--- config.mk ---
export PLATFORM = sky130hd
export DESIGN_NAME = blake3_block_sequencer
export DESIGN_NICKNAME = d
export VERILOG_FILES = /design/src/rtl/blake3_block_sequencer.sv
export SDC_FILE = /design/constraint.sdc
export NUM_CORES = 1
export LEC_CHECK = 0
export ABC_AREA = 1
export BUFFER_PORTS_ARGS = -buffer_cell sky130_fd_sc_hd__buf_4
export CORE_AREA = 10 10 521 523
export DETAILED_ROUTE_END_ITERATION = 10
export DIE_AREA = 0 0 531 533
export PLACE_DENSITY = 0.33
export RECOVER_POWER = 100
export SYNTH_ARGS = -nofsm -noshare
export SYNTH_HDL_FRONTEND = slang
export SYNTH_SLANG_ARGS = --single-unit
export TNS_END_PERCENT = 5
--- constraint.sdc ---
create_clock -name Clk -period 1.99 [get_ports Clk]
set_input_delay 0.2985 -clock Clk [delete_from_list [all_inputs] [get_ports Clk]]
set_output_delay 0.2985 -clock Clk [all_outputs]
set_load 0.1 [all_outputs]
--- src/rtl/blake3_block_sequencer.sv ---
// BLAKE3 single-chunk block sequencer: packs a little-endian 32-bit word stream into
// 64-byte blocks, drives HashGen one block at a time with chaining and flags, emits the root digest.

module blake3_word_slot #(
  parameter int VEC_W = 32
) (
  input  logic             Clk,
  input  logic             RstN_I,
  input  logic             we,
  input  logic             clr,
  input  logic [VEC_W-1:0] wdata,
  output logic [VEC_W-1:0] word
);
  always_ff @(posedge Clk or negedge RstN_I) begin
    if (!RstN_I)   word <= '0;
    else if (clr)  word <= '0;
    else if (we)   word <= wdata;
  end
endmodule

module blake3_block_sequencer #(
  parameter int MAX_BLOCKS = 16
) (
  input  logic             Clk,
  input  logic             RstN_I,
  input  logic             Wr_I,
  input  logic [31:0]      WrData_I,
  input  logic             Last_I,
  input  logic [2:0]       LastBytes_I,
  output logic             Rdy_O,
  output logic             Hg_Strt_O,
  output logic [31:0]      Hg_BL_O,
  output logic             Hg_CS_O,
  output logic             Hg_CE_O,
  output logic             Hg_ROOT_O,
  output logic [7:0][31:0] Hg_H_O,
  output logic [15:0][31:0] Hg_Msg_O,
  input  logic             Hg_Vld_I,
  input  logic [7:0][31:0] Hg_H_I,
  output logic             Vld_O,
  output logic [7:0][31:0] Digest_O,
  output logic             Ovf_O
);
  localparam int NUM_LANES = 16;
  localparam int VEC_W     = 32;
  localparam int BIW       = (MAX_BLOCKS > 1) ? $clog2(MAX_BLOCKS) : 1;
  localparam logic [7:0][VEC_W-1:0] IV = {
    32'h5BE0CD19, 32'h1F83D9AB, 32'h9B05688C, 32'h510E527F,
    32'hA54FF53A, 32'h3C6EF372, 32'hBB67AE85, 32'h6A09E667};

  typedef enum logic [1:0] {FILL, START, WAIT} state_t;

  state_t                          state_q, state_d;
  logic                            rdy_q, drop_q, final_q, ovf_q, vld_q;
  logic [3:0]                      word_idx_q;
  logic [6:0]                      byte_cnt_q;
  logic [BIW-1:0]                  blk_idx_q;
  logic [7:0][VEC_W-1:0]           cv_q, digest_q;
  logic [NUM_LANES-1:0][VEC_W-1:0] msg;

  logic             accept, take, blk_end, last_blk, blk_done;
  logic [2:0]       lb;
  logic [VEC_W-1:0] wmask, wword;

  // rdy_q is high only while in FILL, so accept implies FILL
  assign accept   = Wr_I && rdy_q;
  assign take     = accept && !drop_q;
  assign blk_end  = take && (Last_I || word_idx_q == 4'(NUM_LANES-1));
  assign last_blk = (blk_idx_q == BIW'(MAX_BLOCKS-1));
  assign blk_done = (state_q == WAIT) && Hg_Vld_I;
  assign lb       = (LastBytes_I == 3'd0 || LastBytes_I > 3'd4) ? 3'd4 : LastBytes_I;

  always_comb begin
    wmask = '1;
    if (Last_I) begin
      case (lb)
        3'd1:    wmask = 32'h0000_00FF;
        3'd2:    wmask = 32'h0000_FFFF;
        3'd3:    wmask = 32'h00FF_FFFF;
        default: wmask = '1;
      endcase
    end
  end
  assign wword = WrData_I & wmask;

  for (genvar i = 0; i < NUM_LANES; i++) begin : g_slot
    blake3_word_slot #(.VEC_W(VEC_W)) u_slot (
      .Clk    (Clk),
      .RstN_I (RstN_I),
      .we     (take && (word_idx_q == 4'(i))),
      .clr    (blk_done),
      .wdata  (wword),
      .word   (msg[i])
    );
  end

  always_comb begin
    state_d = state_q;
    case (state_q)
      FILL:    if (blk_end) state_d = START;
      START:   state_d = WAIT;
      WAIT:    if (Hg_Vld_I) state_d = FILL;
      default: state_d = FILL;
    endcase
  end

  always_ff @(posedge Clk or negedge RstN_I) begin
    if (!RstN_I) begin
      state_q    <= FILL;
      rdy_q      <= 1'b0;
      drop_q     <= 1'b0;
      final_q    <= 1'b0;
      ovf_q      <= 1'b0;
      vld_q      <= 1'b0;
      word_idx_q <= '0;
      byte_cnt_q <= '0;
      blk_idx_q  <= '0;
      cv_q       <= IV;
      digest_q   <= '0;
    end else begin
      state_q <= state_d;
      rdy_q   <= (state_d == FILL);
      vld_q   <= 1'b0;
      // truncated tail: swallow words up to and including the terminating Last_I
      if (accept && drop_q && Last_I) drop_q <= 1'b0;
      if (take) begin
        word_idx_q <= word_idx_q + 4'd1;
        byte_cnt_q <= byte_cnt_q + (Last_I ? {4'd0, lb} : 7'd4);
      end
      if (blk_end) begin
        final_q <= Last_I || last_blk;
        ovf_q   <= !Last_I && last_blk;
      end
      if (blk_done) begin
        word_idx_q <= '0;
        byte_cnt_q <= '0;
        final_q    <= 1'b0;
        ovf_q      <= 1'b0;
        if (final_q) begin
          digest_q  <= Hg_H_I;
          vld_q     <= 1'b1;
          cv_q      <= IV;
          blk_idx_q <= '0;
          drop_q    <= ovf_q;
        end else begin
          cv_q      <= Hg_H_I;
          blk_idx_q <= blk_idx_q + BIW'(1);
        end
      end
    end
  end

  assign Rdy_O     = rdy_q;
  assign Hg_Strt_O = (state_q == START);
  assign Hg_BL_O   = {25'd0, byte_cnt_q};
  assign Hg_CS_O   = (state_q != FILL) && (blk_idx_q == '0);
  assign Hg_CE_O   = final_q;
  assign Hg_ROOT_O = final_q;
  assign Hg_H_O    = cv_q;
  assign Hg_Msg_O  = msg;
  assign Vld_O     = vld_q;
  assign Digest_O  = digest_q;
  assign Ovf_O     = (state_q == START) && ovf_q;
endmodule

# Word-level counts from Yosys, hierarchy flattened
# Cells that the tools add are included.
dict set report op_classes {
  add_sub_neg 3
  n_lt_le_gt_ge 1
  eq_ne 21
  n_mux 54
  n_bitwise 1
  n_reduce_logical 55
}
# operator n
set op_table {}
lappend op_table {{32-bit 2-to-1 mux} 33}
lappend op_table {{256-bit 2-to-1 mux} 1}
lappend op_table {{32-bit case mux with 3 select lines} 1}
lappend op_table {{2-bit nonzero test} 19}
lappend op_table {{4-bit == test, second input constant} 9}
lappend op_table {{32-bit bitwise AND} 1}
lappend op_table {{1-bit logical AND} 25}
lappend op_table {{4-bit by 3-bit == test with 1-bit output, second input constant} 4}
lappend op_table {{7-bit 2-to-1 mux} 2}
lappend op_table {{4-bit 2-to-1 mux} 3}
lappend op_table {{1-bit 2-to-1 mux} 9}
lappend op_table {{4-bit by 1-bit adder with 4-bit output, second input constant} 2}
lappend op_table {{4-bit by 2-bit == test with 1-bit output, second input constant} 2}
lappend op_table {{4-bit zero test} 2}
lappend op_table {{7-bit by 3-bit adder with 7-bit output} 1}
lappend op_table {{3-bit by 2-bit == test with 1-bit output, second input constant} 2}
lappend op_table {{3-bit 2-to-1 mux} 2}
lappend op_table {{2-bit case mux with 3 select lines} 1}
lappend op_table {{4-bit by 1-bit == test with 1-bit output, second input constant} 1}
lappend op_table {{2-bit zero test} 2}
lappend op_table {{2-bit 2-to-1 mux} 2}
lappend op_table {{3-bit by 1-bit == test with 1-bit output, second input constant} 1}
lappend op_table {{3-bit greater-than comparator, second input constant} 1}
lappend op_table {{3-bit zero test} 1}
lappend op_table {{other kinds (5)} 8}
dict set report word_totals {
  regBits 1046
  input_bits 296
  output_inout_bits 1063
  word_cells 176
}

# Longest topological paths before layout
# Gate-level depths: netlist of the first run.
dict set report logic_depth {
  ltp_word 9
  ltp_mapped 15
  depth_no_buf 15
}

# Hierarchy
# A second synthesis of the first run with hierarchy kept.
dict set report hier_totals {
  hier_cells 4312
  area_unflattened_um2 42233.0
}
# mod instances cells_per_inst area_each_um2 seq_area_each_um2
set by_module_without_submodules {}
lappend by_module_without_submodules {blake3_word_slot 16 140 1351.3 800.8}
lappend by_module_without_submodules {blake3_block_sequencer 1 2072 20612.3 13533.0}

# Worst setup path before layout of the first run
# Ideal clock, no wire load.
dict set report synth_timing {
  kind {reg2out}
  startpoint {register blk_idx_q[0]}
  endpoint {output Hg_CS_O}
  arrival_time_ps 3477
  t_required_ps 1691
  path_slack_ps -1786
  stages_incl_launch_ff 5
  n_path_buf 0
  cell_sequence {dfrtp_1 inv_1 ha_1 inv_1 nor4_1}
}
dict set report synth_between {
  elab_chain_cells 2
}
# item line
set synth_rtl {}
lappend synth_rtl {{from (decl)} 57} ;# logic [BIW-1:0] blk_idx_q;
lappend synth_rtl {{from (signal assigned)} 147} ;# blk_idx_q <= blk_idx_q + BIW'(1);
lappend synth_rtl {{4-bit zero test} 156} ;# assign Hg_CS_O = (state_q != FILL) && (blk_idx_q == '0);
lappend synth_rtl {{1-bit logical AND} 156}
lappend synth_rtl {{to (decl)} 33} ;# output logic Hg_CS_O,
# Every way passes these cells.

# Worst setup path after layout of the first run
# Same ends and word-level chain as after synthesis.

==> flow_summary.yaml, run 1 <==
status:
  status: "complete, but fails checks"
  violations: "negative setup slack"
clock_network:
  clk_latency_ps: 790
  h-tree-depth: 4
  root_buffer: "clkbuf_16"
  max-clock-path-buffers: 3
  clock-sinks: 1046
  numCtsBuffers: 138
  cts_tree: "done"
  clkSlewWorstSetupHoldPaths_ps: 60
worst_setup_path:
  critPathSlowestCell: "dfrtp_1"
  cpMostUsedCell: "inv_2"
  startpoint_type: "flip-flop"
  reg2reg_slack_ps: -180
  r2r-start: "state_q[0]"
  critPathTopFamily: "flip-flops"
  crit_path_start: "blk_idx_q[0]"
  cp_max_fo: 3
  path_class: "flip-flop to output port"
  cp.arrival_ps: 1870
  cpPeakStageDelay_ps: 380
  critPathBufInv: 3
  cp-end-kind: "output port"
  worstPathRequired_ps: 1690
  crit_chain: "inv_2, ha_4, inv_2, nor4_4, buf_12"
min_path:
  holdCritPathClass: "primary input to flip-flop"
  hp-start: "WrData_I[15]"
run:
  cap_violations: 0
global_routing:
  first_global_vias: 37370
  grt_pass1_wl_um: 323700
  antenna_found_initial: 24
  grt_max_degree: 96
  overflow: 0
  grtUsageTotal: 0.1599
layout:
  area_delta_synth_final_pct: 60.33
  nets: 5847
  final_common_cell: "nand2_1"
  drive_gt1_frac: 0.3334
  mostFrequentLayoutCells: "1298 x nand2_1, 908 x dfrtp_1, 862 x clkbuf_4"
place:
  hpwl_um: 182000
  io_buffers: 1333
  gp_congestion: 0.8323
floorplan:
  die-area_um2: 283000
  initial_core_util: 0.1522
  fp.dieW_um: 531
  num_rows: 188
  die_y_um: 533
  core_area_um2: 261100
  ios: 1359
timing:
  layout_setup_ws_ps: -179.5
  rsz0062_at_grt: "true"
  setup_viol: 650
  drv_slew: 0
  max_clock_freq_mhz: 460.9
  tightest_slew_ps: 1427
  slew_headroom: 0.04868
  period_share: 1.090
  hold_viol_final: 0
  clock_skew_ps: 39.98
  fin_setup_tns_ps: -36960
  finalCriticalPeriod_ps: 2170
synth:
  syn_avg_cell_area_um2: 10.35
  syn_inst: 3839
  yosysTopAreaCell: "dfrtp_1"
  ys_types: 35
  synth_edf_count: 0
  synthTopCellsByArea: "dfrtp_1 57%, nand2_1 12%, dfstp_2 9.0%"
  synth_top_area_share: 0.5731
  async_flop_share: 1.000
  yosys_most_used_dff: "dfrtp_1"
  yosysWarnings: 0
  synth_area_um2: 39740
  ys_seq_area_frac: 0.6630
  ys_ff_latch: 1046
route:
  num_vias: 35640
  wire_per_inst_um: 26.01
  vias_per_cell: 3.924
  drc: 0
  firstDrtPassIters: 5
  drtIter0Drc: 2438
  final_antenna_net_count: 0
  drt-total-wl_um: 236300
[sequential cells by signal, summed over array words and instances (netlist names)]
| name | count |
|---|---|
| drop_q | 1 |
| state_q | 2 |
| byte_cnt_q | 7 |
| Hg_CE_O | 1 |
| Rdy_O | 1 |
| Vld_O | 1 |
| Digest_O | 256 |
| Hg_H_O | 256 |
| blk_idx_q | 4 |
| g_slot.u_slot.word | 512 |
| word_idx_q | 4 |
| ovf_q | 1 |
[metrics by stage]
stage	std cells	utilization	instance area, um2	setup slack [ps]	hold WS [ps]
after floorplan	3863	-	39840	-640.1	2.909
after global placement	8541	0.2144	55980	-863.5	237.2
after detailed placement	8541	0.2144	55980	-745.9	239.4
after CTS	9065	0.2443	63800	-307.4	0.7435
after global routing	9082	0.2440	63700	-333.3	1.971
final	9084	0.2440	63710	-179.5	40.64
[area by class of cell]
cell class                 count  area [um2]
antenna                       13       32.53
clock buffer                 210        3944
clock inverter                41       605.6
fill                       28180      197400
inverter                      57       236.5
multi-input combinational   2444       12010
sequential                  1046       26350
tap                         3420        4279
timing repair buffer        1853       16250
[worst paths after layout]
check | cells past startpoint | to
min in group asynchronous | 3 | g_slot[0].u_slot.word[8]
min reg2reg | 2 | g_slot[15].u_slot.word[1]
max in group asynchronous | 5 | g_slot[9].u_slot.word[31]
min | 4 | g_slot[11].u_slot.word[15]
max reg2reg | 7 | Hg_H_O[174]
max | 5 | Hg_CS_O
[tightest hold or removal path, cell delays in order]
cell	delay, ps
buf_4	110
nand3_2	80
buf_12	160
o21ai_0	110
[synth_stat cells (2+ instances only)]
cell type,number
a21oi_1,8
a21oi_2,15
a22o_1,120
buf_1,5
buf_2,128
buf_4,29
buf_6,14
clkbuf_1,139
dfrtp_1,910
dfstp_2,136
ha_1,10
inv_1,53
inv_2,3
nand2_1,1299
nand2_2,2
nand3_1,153
nand4_1,4
nor2_1,30
nor2_2,16
o21ai_0,614
o22a_1,136
o22ai_1,2
[logic make-up (layout without fill, tap and decap cells)]
group,after synthesis,count (layout),share of synthesized area
AO/OA/AOI/OAI,897,897,0.1388
XOR/XNOR,2,2,0.0004409
adder cells (fa/ha/maj),11,11,0.003653
buffers and inverters,373,2161,0.04474
flip-flops,1046,1046,0.6630
other,1,38,0.00009437
AND/OR/NAND/NOR,1509,1509,0.1493
[per-layer routing]
layer,vias to the layer above,part of all wire,track usage
met3,210,0.082,0.05266
met1,17930,0.42,0.1992
met2,1331,0.48,0.2689
met4,4,0.020,0.03374
li1,16170,-,-
met5,-,0.00011,0
[what timing repair did]
item | CTS | global route
endpoints found under the setup margin | 266 | 242
hold buffers | 267 | 1
gates resized for setup | 146 | 28
gates cloned | 0 | 1
pin swaps | 5 | 10
buffers inserted | 6 | 4
endpoints found under the hold margin | 1490 | 1
Power of run 1 is left out: the tool's default activity adds up to more than one toggle a clock period on the data nets, which glitch-free logic cannot reach.
==> run 2, diff against run 1 <==
BUFFER_PORTS_ARGS = -buffer_cell sky130_fd_sc_hd__buf_2   (was -buffer_cell sky130_fd_sc_hd__buf_4)
==> flow_summary.yaml, run 2 (synthesis results as in run 1) <==
status:
  status: "complete, but fails checks"
  violations: "max-capacitance violations, max-slew violations, negative setup slack"
worst_setup_path:
  cp-endpoint: "Hg_H_O[54]"
  worstPathRequired_ps: 2880
  reg2reg_slack_ps: -80
  worstRegToRegCells: 8
  cp-end-kind: "async pin"
  cp_max_fo: 32
  r2r-start: "state_q[0]"
  startpoint_type: "primary input"
  crit_path_start: "RstN_I"
  cp.arrival_ps: 3000
  r2r-end: "Digest_O[222]"
  path_class: "primary input to async pin"
place:
  gp_congestion: 0.8235
  io_buffers: 1333
  hpwl_um: 179400
  pre_cts_slack_ps: -711.9
route:
  vias_per_cell: 3.935
  drc: 0
  final_antenna_net_count: 0
  firstDrtPassIters: 5
  wire_per_inst_um: 25.58
  num_vias: 35780
  drt-total-wl_um: 232600
  drtIter0Drc: 2502
clock_network:
  max-clock-path-buffers: 3
  clock-sinks: 1046
  h-tree-depth: 4
  clkSlewWorstSetupHoldPaths_ps: 60
  root_buffer: "clkbuf_16"
  numCtsBuffers: 135
  cts_tree: "done"
  clk_latency_ps: 790
floorplan:
  ios: 1359
  die-area_um2: 283000
  initial_core_util: 0.1522
  fp.dieW_um: 531
  num_rows: 188
  die_y_um: 533
  core_area_um2: 261100
layout:
  largest_reg_flops: 512
  drive_gt1_frac: 0.3343
  area_delta_synth_final_pct: 53.76
  mostFrequentLayoutCells: "1300 x nand2_1, 908 x dfrtp_1, 847 x buf_2"
  nets: 5861
  largest-register: "g_slot.u_slot.word"
  final_util: 0.2340
  nFillCells: 28410
  final_common_cell: "nand2_1"
timing:
  setup_viol: 130
  max_clock_freq_mhz: 474.7
  drv_slew: 16
  tightest_slew_ps: 1632
  clock_skew_ps: 38.39
  rsz0062_at_grt: "true"
  slew_headroom: -0.08812
  layout_setup_ws_ps: -116.7
  hold_viol_final: 0
  finalCriticalPeriod_ps: 2107
  period_share: 1.059
  hold_slack_ps: 64.26
global_routing:
  antenna_found_initial: 20
  grt_max_degree: 61
  grt_pass1_wl_um: 318100
  grtUsageTotal: 0.1569
  first_global_vias: 37030
  overflow: 0
run:
  cap_violations: 1
min_path:
  holdCritPathClass: "primary input to flip-flop"
  whs_path_depth: 6
==> run 2: worst min-delay path by stage <==
stage,from,slack [ps],to
finish,WrData_I[3],60,g_slot[10].u_slot.word[3]
global route,WrData_I[22],30,g_slot[10].u_slot.word[22]
CTS,WrData_I[28],4,g_slot[14].u_slot.word[28]
detailed placement,g_slot[2].u_slot.word[1],450,g_slot[2].u_slot.word[1]
floorplan,RstN_I,3,Digest_O[0]
global placement,g_slot[5].u_slot.word[1],450,g_slot[5].u_slot.word[1]
==> run 2: routing by layer <==
metal / track usage / share of wire / up-vias
met2: 0.2630 / 0.48 / 1409
li1: - / - / 16160
met5: 0 / 0.00012 / -
met4: 0.03488 / 0.020 / 6
met1: 0.1980 / 0.42 / 18000
met3: 0.04754 / 0.080 / 206
==> run 2: critical path, cell delays in order <==
cell	delay (ps)
dlygate4sd3_1	540
clkbuf_2	1150
clkbuf_4	640
buf_12	270
==> run 2: timing repair <==
action	CTS	global route
setup endpoints to repair	536	102
pin swaps	3	1
hold buffers	266	0
buffers inserted	5	7
endpoints found under the hold margin	773	0
gates cloned	0	0
gates resized for setup	468	57
==> run 2: layout make-up <==
type / count / area, um2 / area share
flip-flops and latches: 1046 / 26350 / 0.4313
inverters: 57 / 224.0 / 0.003666
multi-input cells: 2444 / 11890 / 0.1945
clock inverters: 41 / 583.1 / 0.009543
repair buffers: 1870 / 13640 / 0.2233
well taps: 3420 / 4279 / 0.07004
clock buffers: 210 / 4123 / 0.06748
diodes: 5 / 12.51 / 0.0002048
==> run 2: per-stage QoR <==
step / instance area, um2 / TNS, ps / cells
after global placement: 53010 / -125700 / 8559
final: 61100 / -5058 / 9093
after global routing: 61100 / -72370 / 9092
after detailed placement: 53010 / -102680 / 8559
after CTS: 61750 / -394.3 / 9081
after floorplan: 39840 / -21410 / 3863
Power of run 2 is left out for the same reason.
